===== config.mk =====
export PLATFORM = sky130hd
export DESIGN_NAME = hazard_scoreboard_unit
export DESIGN_NICKNAME = d
export VERILOG_FILES = /design/src/rtl/hazard_scoreboard_unit.sv
export SDC_FILE = /design/constraint.sdc
export NUM_CORES = 1
export LEC_CHECK = 0
export ABC_AREA = 1
export CELL_PAD_IN_SITES_DETAIL_PLACEMENT = 1
export CELL_PAD_IN_SITES_GLOBAL_PLACEMENT = 1
export CORE_MARGIN = 2
export CORE_UTILIZATION = 33
export DETAILED_ROUTE_END_ITERATION = 6
export PLACE_DENSITY = 0.79
export SETUP_SLACK_MARGIN = 0.02
export SYNTH_ARGS = -nofsm -noshare
export SYNTH_HDL_FRONTEND = slang
export SYNTH_SLANG_ARGS = --single-unit

===== constraint.sdc =====
create_clock -name clk -period 2.87 [get_ports clk]
set_input_delay 0.861 -clock clk [delete_from_list [all_inputs] [get_ports clk]]
set_output_delay 0.861 -clock clk [all_outputs]
set_load 0.01 [all_outputs]

===== src/rtl/hazard_scoreboard_unit.sv =====
// Pipeline hazard unit: M/W forwarding, load-use stall, branch/PC-write flush,
// variable-latency data-memory wait with timeout, and saturating stall/flush counters.
`timescale 1ns/1ps
module hazard_scoreboard_unit #(
  parameter int unsigned RA_W        = 4,
  parameter int unsigned ZERO_REG_EN = 0,
  parameter int unsigned MEM_TIMEOUT = 8,
  parameter int unsigned CNT_W       = 16
) (
  input  logic             clk,
  input  logic             reset,
  input  logic             RegWriteM,
  input  logic             RegWriteW,
  input  logic             MemtoRegE,
  input  logic [RA_W-1:0]  WA3E,
  input  logic [RA_W-1:0]  WA3M,
  input  logic [RA_W-1:0]  WA3W,
  input  logic [RA_W-1:0]  RA1D,
  input  logic [RA_W-1:0]  RA2D,
  input  logic [RA_W-1:0]  RA1E,
  input  logic [RA_W-1:0]  RA2E,
  input  logic             PCSrcD,
  input  logic             PCSrcE,
  input  logic             PCSrcM,
  input  logic             PCSrcW,
  input  logic             BranchTakenE,
  input  logic             MemReqM,
  input  logic             MemReadyM,
  input  logic             ErrClr,
  input  logic             CntClr,
  output logic             StallF,
  output logic             StallD,
  output logic             StallE,
  output logic             StallM,
  output logic             FlushD,
  output logic             FlushE,
  output logic             FlushW,
  output logic [1:0]       ForwardAE,
  output logic [1:0]       ForwardBE,
  output logic             MemErr,
  output logic [CNT_W-1:0] StallCnt,
  output logic [CNT_W-1:0] FlushCnt
);

  localparam int unsigned     WC_W      = $clog2(MEM_TIMEOUT + 1);
  localparam logic [WC_W-1:0] TIMEOUT_V = WC_W'(MEM_TIMEOUT);

  logic [WC_W-1:0]  wait_cnt_q, wait_cnt_d;
  logic             mem_err_q, mem_err_d;
  logic [CNT_W-1:0] stall_cnt_q, stall_cnt_d;
  logic [CNT_W-1:0] flush_cnt_q, flush_cnt_d;

  logic ldstall, pcpend, mem_pend, memwait, mem_release;

  function automatic logic reg_match(input logic [RA_W-1:0] a, input logic [RA_W-1:0] b);
    return (a == b) && !((ZERO_REG_EN != 0) && (a == '0));
  endfunction

  function automatic logic [1:0] fwd_sel(input logic [RA_W-1:0] ra);
    if (RegWriteM && reg_match(ra, WA3M))      return 2'b10;
    else if (RegWriteW && reg_match(ra, WA3W)) return 2'b01;
    else                                       return 2'b00;
  endfunction

  always_comb begin
    ldstall     = MemtoRegE && (reg_match(RA1D, WA3E) || reg_match(RA2D, WA3E));
    pcpend      = PCSrcD || PCSrcE || PCSrcM;
    mem_pend    = MemReqM && !MemReadyM;
    memwait     = mem_pend && (wait_cnt_q < TIMEOUT_V);
    mem_release = mem_pend && !memwait;

    ForwardAE = fwd_sel(RA1E);
    ForwardBE = fwd_sel(RA2E);
    // A memory wait freezes the whole pipe; branch and load-use flushes are
    // deferred until the access completes or is forcibly released.
    if (memwait) begin
      StallF = 1'b1;
      StallD = 1'b1;
      StallE = 1'b1;
      StallM = 1'b1;
      FlushD = 1'b0;
      FlushE = 1'b0;
      FlushW = 1'b1;
    end else begin
      StallF = ldstall || pcpend;
      StallD = ldstall;
      StallE = 1'b0;
      StallM = 1'b0;
      FlushD = pcpend || PCSrcW || BranchTakenE;
      FlushE = ldstall || BranchTakenE;
      FlushW = 1'b0;
    end

    if (!reset) begin
      StallF    = 1'b0;
      StallD    = 1'b0;
      StallE    = 1'b0;
      StallM    = 1'b0;
      FlushD    = 1'b1;
      FlushE    = 1'b1;
      FlushW    = 1'b1;
      ForwardAE = 2'b00;
      ForwardBE = 2'b00;
    end
  end

  always_comb begin
    wait_cnt_d = memwait ? wait_cnt_q + WC_W'(1) : '0;

    mem_err_d = mem_err_q;
    if (ErrClr)           mem_err_d = 1'b0;
    else if (mem_release) mem_err_d = 1'b1;

    stall_cnt_d = stall_cnt_q;
    flush_cnt_d = flush_cnt_q;
    if (CntClr) begin
      stall_cnt_d = '0;
      flush_cnt_d = '0;
    end else begin
      if (StallF && (stall_cnt_q != '1)) stall_cnt_d = stall_cnt_q + CNT_W'(1);
      if (FlushE && (flush_cnt_q != '1)) flush_cnt_d = flush_cnt_q + CNT_W'(1);
    end
  end

  always_ff @(posedge clk or negedge reset) begin
    if (!reset) begin
      wait_cnt_q  <= '0;
      mem_err_q   <= 1'b0;
      stall_cnt_q <= '0;
      flush_cnt_q <= '0;
    end else begin
      wait_cnt_q  <= wait_cnt_d;
      mem_err_q   <= mem_err_d;
      stall_cnt_q <= stall_cnt_d;
      flush_cnt_q <= flush_cnt_d;
    end
  end

  assign MemErr   = mem_err_q;
  assign StallCnt = stall_cnt_q;
  assign FlushCnt = flush_cnt_q;

endmodule


### Yosys cells after proc, flatten, opt, wreduce, memory -nomap -nowiden

Index checks and enable logic that the tools add are counted.

* word-level logic and storage cells: 62
* output and inout port bits: 44
* bits of input ports: 42
* register bits: 37

* reductions and logical operators: 22
* muxes and demuxes: 24
* $lt $le $gt $ge: 1
* eq/ne operators: 8
* add/sub/neg operators: 3

Operators by type and width (count)
* two-way mux 16 bit: 4
* adder 16 x 1 -> 16 bit, second input constant: 2
* != test 16 bit, second input constant: 2
* equality test 4 bit: 6
* two-way mux 1 bit: 15
* logical AND 1 bit: 10
* two-way mux 2 bit: 4
* logical OR 1 bit: 7
* nonzero test 2 bit: 3
* adder 4 x 1 -> 4 bit, second input constant: 1
* < comparator 4 bit, second input constant: 1
* two-way mux 4 bit: 1
* zero test 1 bit: 2

### Logic depth before layout (Yosys ltp)

Gate-level depths: netlist (run 1).

* word-level depth: 9
* gate-level depth with buffers: 13
* depth with buffers taken out: 12

### Least setup slack after synthesis (run 1)

Ideal clock, no wire load.

* path type: input port to output port
* from: in MemReadyM
* to: out StallF
* cell stages on the path: 8
* path slack: 0.215 ns
* arrival time: 1.794 ns
* path buffers: 1
* data required time: 2.009 ns
* path through: inv_1 > nand2_1 > nor2_1 > inv_2 > nor2_2 > inv_2 > nand3_2 > buf_2

* cells in the longest elaborated chain, start to end: 5

Ends and longest elaborated chain
* start, declared: line 28 `input logic MemReadyM,`
* zero test 1 bit: line 68 `mem_pend = MemReqM && !MemReadyM;`
* logical AND 1 bit: line 68
* logical AND 1 bit: line 69 `memwait = mem_pend && (wait_cnt_q < TIMEOUT_V);`
* two-way mux 1 bit: line 76 `if (memwait) begin`
* two-way mux 1 bit: line 94 `if (!reset) begin`
* end, declared: line 31 `output logic StallF,`

Every way passes these cells.

### Worst setup path after layout (run 1)

* from: in PCSrcM
* to: out StallF

* cells in the longest elaborated chain, start to end: 4

Ends and longest elaborated chain
* start, declared: line 24 `input logic PCSrcM,`
* logical OR 1 bit: line 67 `pcpend = PCSrcD || PCSrcE || PCSrcM;`
* logical OR 1 bit: line 85 `StallF = ldstall || pcpend;`
* two-way mux 1 bit: line 76
* two-way mux 1 bit: line 94

Every way passes these cells.

==> results of run 1 <==
==> per-stage QoR <==
step / area (um2) / hold WS [ps] / util, % / total power [mW] / instances
global placement: 3870 / 439 / 46.8 / 0.807 / 605
floorplan: 2840 / 432 / - / 0.665 / 406
CTS: 4050 / 472 / 49.1 / 1.21 / 628
global route: 4060 / 501 / 49.2 / 1.26 / 628
finish: 4060 / 475 / 49.2 / 1.19 / 628
detailed placement: 3870 / 462 / 46.8 / 0.815 / 605
==> state kept, by name, indices dropped and copies added, names as in the netlist <==
signal      count
MemErr          1
FlushCnt       16
StallCnt       16
wait_cnt_q      4
==> power by group <==
group | switching, mW | internal, mW
Clock | 0.186 | 0.191
Sequential | 0.0111 | 0.530
Combinational | 0.144 | 0.125
Total | 0.341 | 0.846
==> how the worst max path moves through the flow <==
stage | start | to | slack, ps | cells after the start
after detailed placement | WA3E[1] | FlushE | -700 | 10
after CTS | PCSrcM | StallF | 9 | 5
final | PCSrcM | StallF | 100 | 5
after floorplan | MemReadyM | StallF | 220 | 8
after global routing | WA3E[1] | FlushE | 20 | 10
after global placement | WA3E[1] | FlushE | -690 | 10
==> logic make-up after synthesis <==
logic type,Yosys count,share of synthesized area (%)
and+or+nand+nor,254,43.0
DFF,37,32.6
adders and majority gates,3,1.32
buffers and inverters,67,11.0
xor gates and xnor gates,23,7.10
AOI/OAI and AO/OA,22,4.98
==> final cells by class <==
cell class | instances | area [um2] | share of cell area (%)
multi-input cells | 302 | 1660 | 40.8
repair buffers | 122 | 1050 | 25.9
clock buffers | 7 | 86.3 | 2.13
inverters | 55 | 206 | 5.08
well taps | 105 | 131 | 3.23
flip-flops and latches | 37 | 926 | 22.8
==> critical path: stages <==
cell and delay [ps]:
clkdlybuf4s50_1 420, nor3_2 230, or2_1 150, nand3_2 100, buf_2 150
==> metal layers <==
metal	wire, um	global-route usage (%)	up-vias
met4	174	4.88	0
met5	0	0	-
met2	4640	36.5	54
met1	3960	24.9	1481
li1	-	-	1554
met3	238	3.03	17
==> placed cells by master (no fill, tap or decap), drive strengths merged, types with 7 or more instances in the layout <==
| master | Yosys | layout |
|---|---|---|
| xnor2 | 7 | 7 |
| clkbuf | 4 | 8 |
| inv | 55 | 55 |
| nand2 | 114 | 114 |
| dfrtp | 37 | 37 |
| buf | 8 | 46 |
| xor2 | 16 | 16 |
| dlygate4sd2 | 0 | 30 |
| nand3 | 47 | 47 |
| nor2 | 49 | 49 |
| nor3 | 14 | 14 |
| nand4 | 26 | 26 |
| clkdlybuf4s50 | 0 | 41 |
==> repair_timing <==
action / 4_1_cts / 5_1_grt
buffers inserted: 16 / 0
endpoints found under the setup margin: 11 / 5
gates resized for setup: 82 / 9
pin swaps: 19 / 4
==> impl_metrics.toml, run 1 <==
[outcome]
status = "completed"

[clocking]
clkTransAtPathRegs_ps = 70
hold_buffers = 0
ctsRootBufferMaster = "clkbuf_8"
clk_latency_ps = 290
cts_sinks = 37
cts_tree = "yes"
max-clock-path-buffers = 2
numCtsBuffers = 5
htreeDepth = 2

[pwr]
power.density_mw_per_mm2 = 292
power.leakage_nw = 2.06
peakVddDrop_mv = 0.156

[worst_setup_path]
end_kind = "primary output"
critPathLaunchType = "input port"
path_class = "in -> out"
reg2reg_slack_ps = 870
cp_max_fo = 2
worstReg2RegStart = "StallCnt[0]$_DFFE_PN0P_"
worst_ep_arrival_time_ps = 1910
r2r-end = "StallCnt[5]$_DFFE_PN0P_"
crit_required_ps = 2010
r2r_cells = 9

[drt]
drc = 0
post_drt_via_cell_ratio = 4.95
ant_nets = 0
drtIter0Drc = 48
wl_per_cell_um = 14.4
num_vias = 3106
first_pass_iters = 4
wirelength_mm = 9.02

[worst_hold_path]
hold_path_class = "reg -> reg"
holdCritStartpoint = "wait_cnt_q[0]$_DFF_PN0_"
hold-path-endpoint = "wait_cnt_q[0]$_DFF_PN0_"
min_path_cells = 1

[global_route]
grt_start_max_net_pins = 26
grt_antenna_before_repair = 0
grt_pass1_wl_mm = 16.0
grt_pass1_vias = 3437
grt-ovfl-total = 0
track_usage_pct = 20.1

[synth]
synth_ff_type = "dfrtp_1"
synthMostInstantiatedCell = "nand2_1"
synth-async-reset-ratio_pct = 100
synth_common_cells = "111 x nand2_1, 48 x inv_1, 46 x nor2_1"
syn_avg_cell_area_um2 = 6.99
synth_cell_types = 41
synthCells = 406
ys_seq_elements = 37
synthTopCellsByArea = "dfrtp_1 33%, nand2_1 15%, nand3_1 7.4%"
yosys_warnings = 0
synth_nets = 451
synth_top_area_share_pct = 32.6
synth_area_mm2 = 0.00284
synth_edf_count = 0
yosys.area.top_type = "dfrtp_1"
ys_seq_area_share_pct = 32.6

[timing]
fin_skew_ps = 6.81
relSlewSlack_pct = 69.0
finalMaxSlewViolations = 0
rsz0062_at_grt = "no"
period_share_pct = 96.6
layout_min_cycle_time_ps = 2770
tightestPinTransition_ps = 464
setup-tns-final_ps = 0
fmax_ghz = 0.361
final-hold-violation-count = 0
worst_slack_ps = 97.9
setup_violations = 0

[floorplanning]
core_mm2 = 0.00826
dieArea_mm2 = 0.00936
dieHeight_um = 96.8
die_width_um = 96.8
rows = 33
initial_core_util_pct = 34.4
pin_count = 86

[place]
dpl.hpwl_mm = 6.99
place_congestion = 0.841
dp_worst_setup_slack_ps = -698
io_buffers = 85

[finish]
areaGrowthSynthToFinish_pct = 43.1
antenna_cells = 0
fillers = 1084
drive_gt1_share_pct = 18.0
final_nets = 568

[run]
maxCapViolations = 0
(Power assumes the default switching activity.)
==> run 2: changes to the inputs <==
--- a/config.mk
+++ b/config.mk
@@ -13,6 +13,7 @@
 export DETAILED_ROUTE_END_ITERATION = 6
 export PLACE_DENSITY = 0.79
 export SETUP_SLACK_MARGIN = 0.02
+export SKIP_LAST_GASP = 1
 export SYNTH_ARGS = -nofsm -noshare
 export SYNTH_HDL_FRONTEND = slang
 export SYNTH_SLANG_ARGS = --single-unit
==> impl_metrics.toml, run 2 (same netlist as run 1, synthesis figures left out) <==
[floorplanning]
die_width_um = 96.8
initial_core_util_pct = 34.4
dieHeight_um = 96.8
core_mm2 = 0.00826
dieArea_mm2 = 0.00936
pin_count = 86
rows = 33

[pwr]
power.leakage_nw = 2.07
p_seq_share_pct = 45.6
combinationalPowerShare_pct = 22.7
power.density_mw_per_mm2 = 292
switching_share_pct = 28.7
peakVddDrop_mv = 0.156
pwr-share-clk_pct = 31.7
net-switching-power_mw = 0.340
cellInternalPower_mw = 0.847

[timing]
tightestPinTransition_ps = 464
fmax_ghz = 0.362
finalMaxSlewViolations = 0
worst_slack_ps = 110
setup_violations = 0
timing.hold.ws_ps = 471
fin_skew_ps = 6.05
period_share_pct = 96.2
layout_min_cycle_time_ps = 2760
rsz0062_at_grt = "no"
relSlewSlack_pct = 69.0
final-hold-violation-count = 0

[place]
io_buffers = 85
dpl.hpwl_mm = 6.99
dp_worst_setup_slack_ps = -698
place_congestion = 0.841
place_area_mm2 = 0.00387

[clocking]
numCtsBuffers = 5
clk_latency_ps = 290
clkTransAtPathRegs_ps = 70
hold_buffers = 0
cts_tree = "yes"
htreeDepth = 2
max-clock-path-buffers = 2
ctsRootBufferMaster = "clkbuf_8"
cts_sinks = 37

[finish]
finalInstanceArea_mm2 = 0.00407
final_cell_mix = "109 x nand2_1, 46 x nor2_1, 43 x inv_1, 41 x nand3_1, 41 x clkdlybuf4s50_1"
final_nets = 569
final_common_cell = "nand2_1"
drive_gt1_share_pct = 18.1
antenna_cells = 0
areaGrowthSynthToFinish_pct = 43.4

[worst_setup_path]
r2r_cells = 9
path_class = "in -> out"
end_kind = "primary output"
reg2reg_slack_ps = 870
r2r-end = "StallCnt[2]$_DFFE_PN0P_"
worstReg2RegStart = "StallCnt[0]$_DFFE_PN0P_"
cp_max_fo = 2
worst_ep_arrival_time_ps = 1900
crit_required_ps = 2010
critPathLaunchType = "input port"

[drt]
wl_per_cell_um = 14.4
drc = 0
post_drt_via_cell_ratio = 4.94
num_vias = 3109
ant_nets = 0
wirelength_mm = 9.03
drtIter0Drc = 52
first_pass_iters = 4

[global_route]
grt_start_max_net_pins = 26
grt_pass1_wl_mm = 16.0
grt-ovfl-total = 0
grt_antenna_before_repair = 0
track_usage_pct = 20.0
grt_pass1_vias = 3420

[worst_hold_path]
hold_path_class = "reg -> reg"
holdCritStartpoint = "wait_cnt_q[0]$_DFF_PN0_"
hold-path-endpoint = "wait_cnt_q[0]$_DFF_PN0_"
min_path_cells = 1

[run]
maxCapViolations = 0

[outcome]
status = "completed"
-- run 2: cell count changes in the layout (fill, tap and decap cells not counted), sizes merged --
cell and change:
buf +1
-- run 2: cell type report --
class	instances	area [um2]
inverter	55	206
clock buffer	7	86.3
sequential	37	926
timing repair buffer	123	1060
tap	105	131
multi-input combinational	302	1660
fill	1084	4190
-- run 2: critical path: stages --
cell and delay, ps:
clkdlybuf4s50_1 420, nor3_2 210, or2_1 150, nand3_2 100
buf_2 150
-- run 2: worst max-delay path by stage --
stage | slack, ps | end | cells past startpoint | startpoint
2_1_floorplan | 220 | StallF | 8 | MemReadyM
3_3_place_gp | -690 | FlushE | 10 | WA3E[1]
3_5_place_dp | -700 | FlushE | 10 | WA3E[1]
4_1_cts | -60 | StallF | 5 | PCSrcE
5_1_grt | 20 | StallF | 5 | PCSrcM
6_report | 110 | StallF | 5 | PCSrcM
-- run 2: metrics by stage --
| stage | total power [mW] | utilization, % | instances | TNS (ps) |
|---|---|---|---|---|
| floorplan | 0.665 | - | 406 | 0 |
| global placement | 0.807 | 46.8 | 605 | -5180 |
| detailed placement | 0.815 | 46.8 | 605 | -5410 |
| CTS | 1.21 | 49.0 | 628 | -62.1 |
| global route | 1.26 | 49.3 | 629 | 0 |
| finish | 1.19 | 49.3 | 629 | 0 |
-- run 2: metal layers --
layer | share of wire [%] | track usage, % | up-vias
met5 | 0 | 0 | -
met4 | 1.7 | 4.55 | 0
met3 | 2.9 | 3.03 | 15
met2 | 52 | 36.5 | 55
met1 | 44 | 24.8 | 1482
li1 | - | - | 1557
-- run 2: power groups by stage --
stage	Sequential, mW	Clock (mW)	Combinational, mW
3_5_place_dp	0.551	0	0.264
3_3_place_gp	0.551	0	0.256
6_report	0.541	0.376	0.270
4_1_cts	0.541	0.398	0.268
5_1_grt	0.542	0.416	0.301
2_1_floorplan	0.552	0	0.112
-- run 2: timing repair --
action	CTS	global route
endpoints found under the setup margin	11	5
gates resized for setup	81	10
setup buffers	16	1
pin swaps	18	6
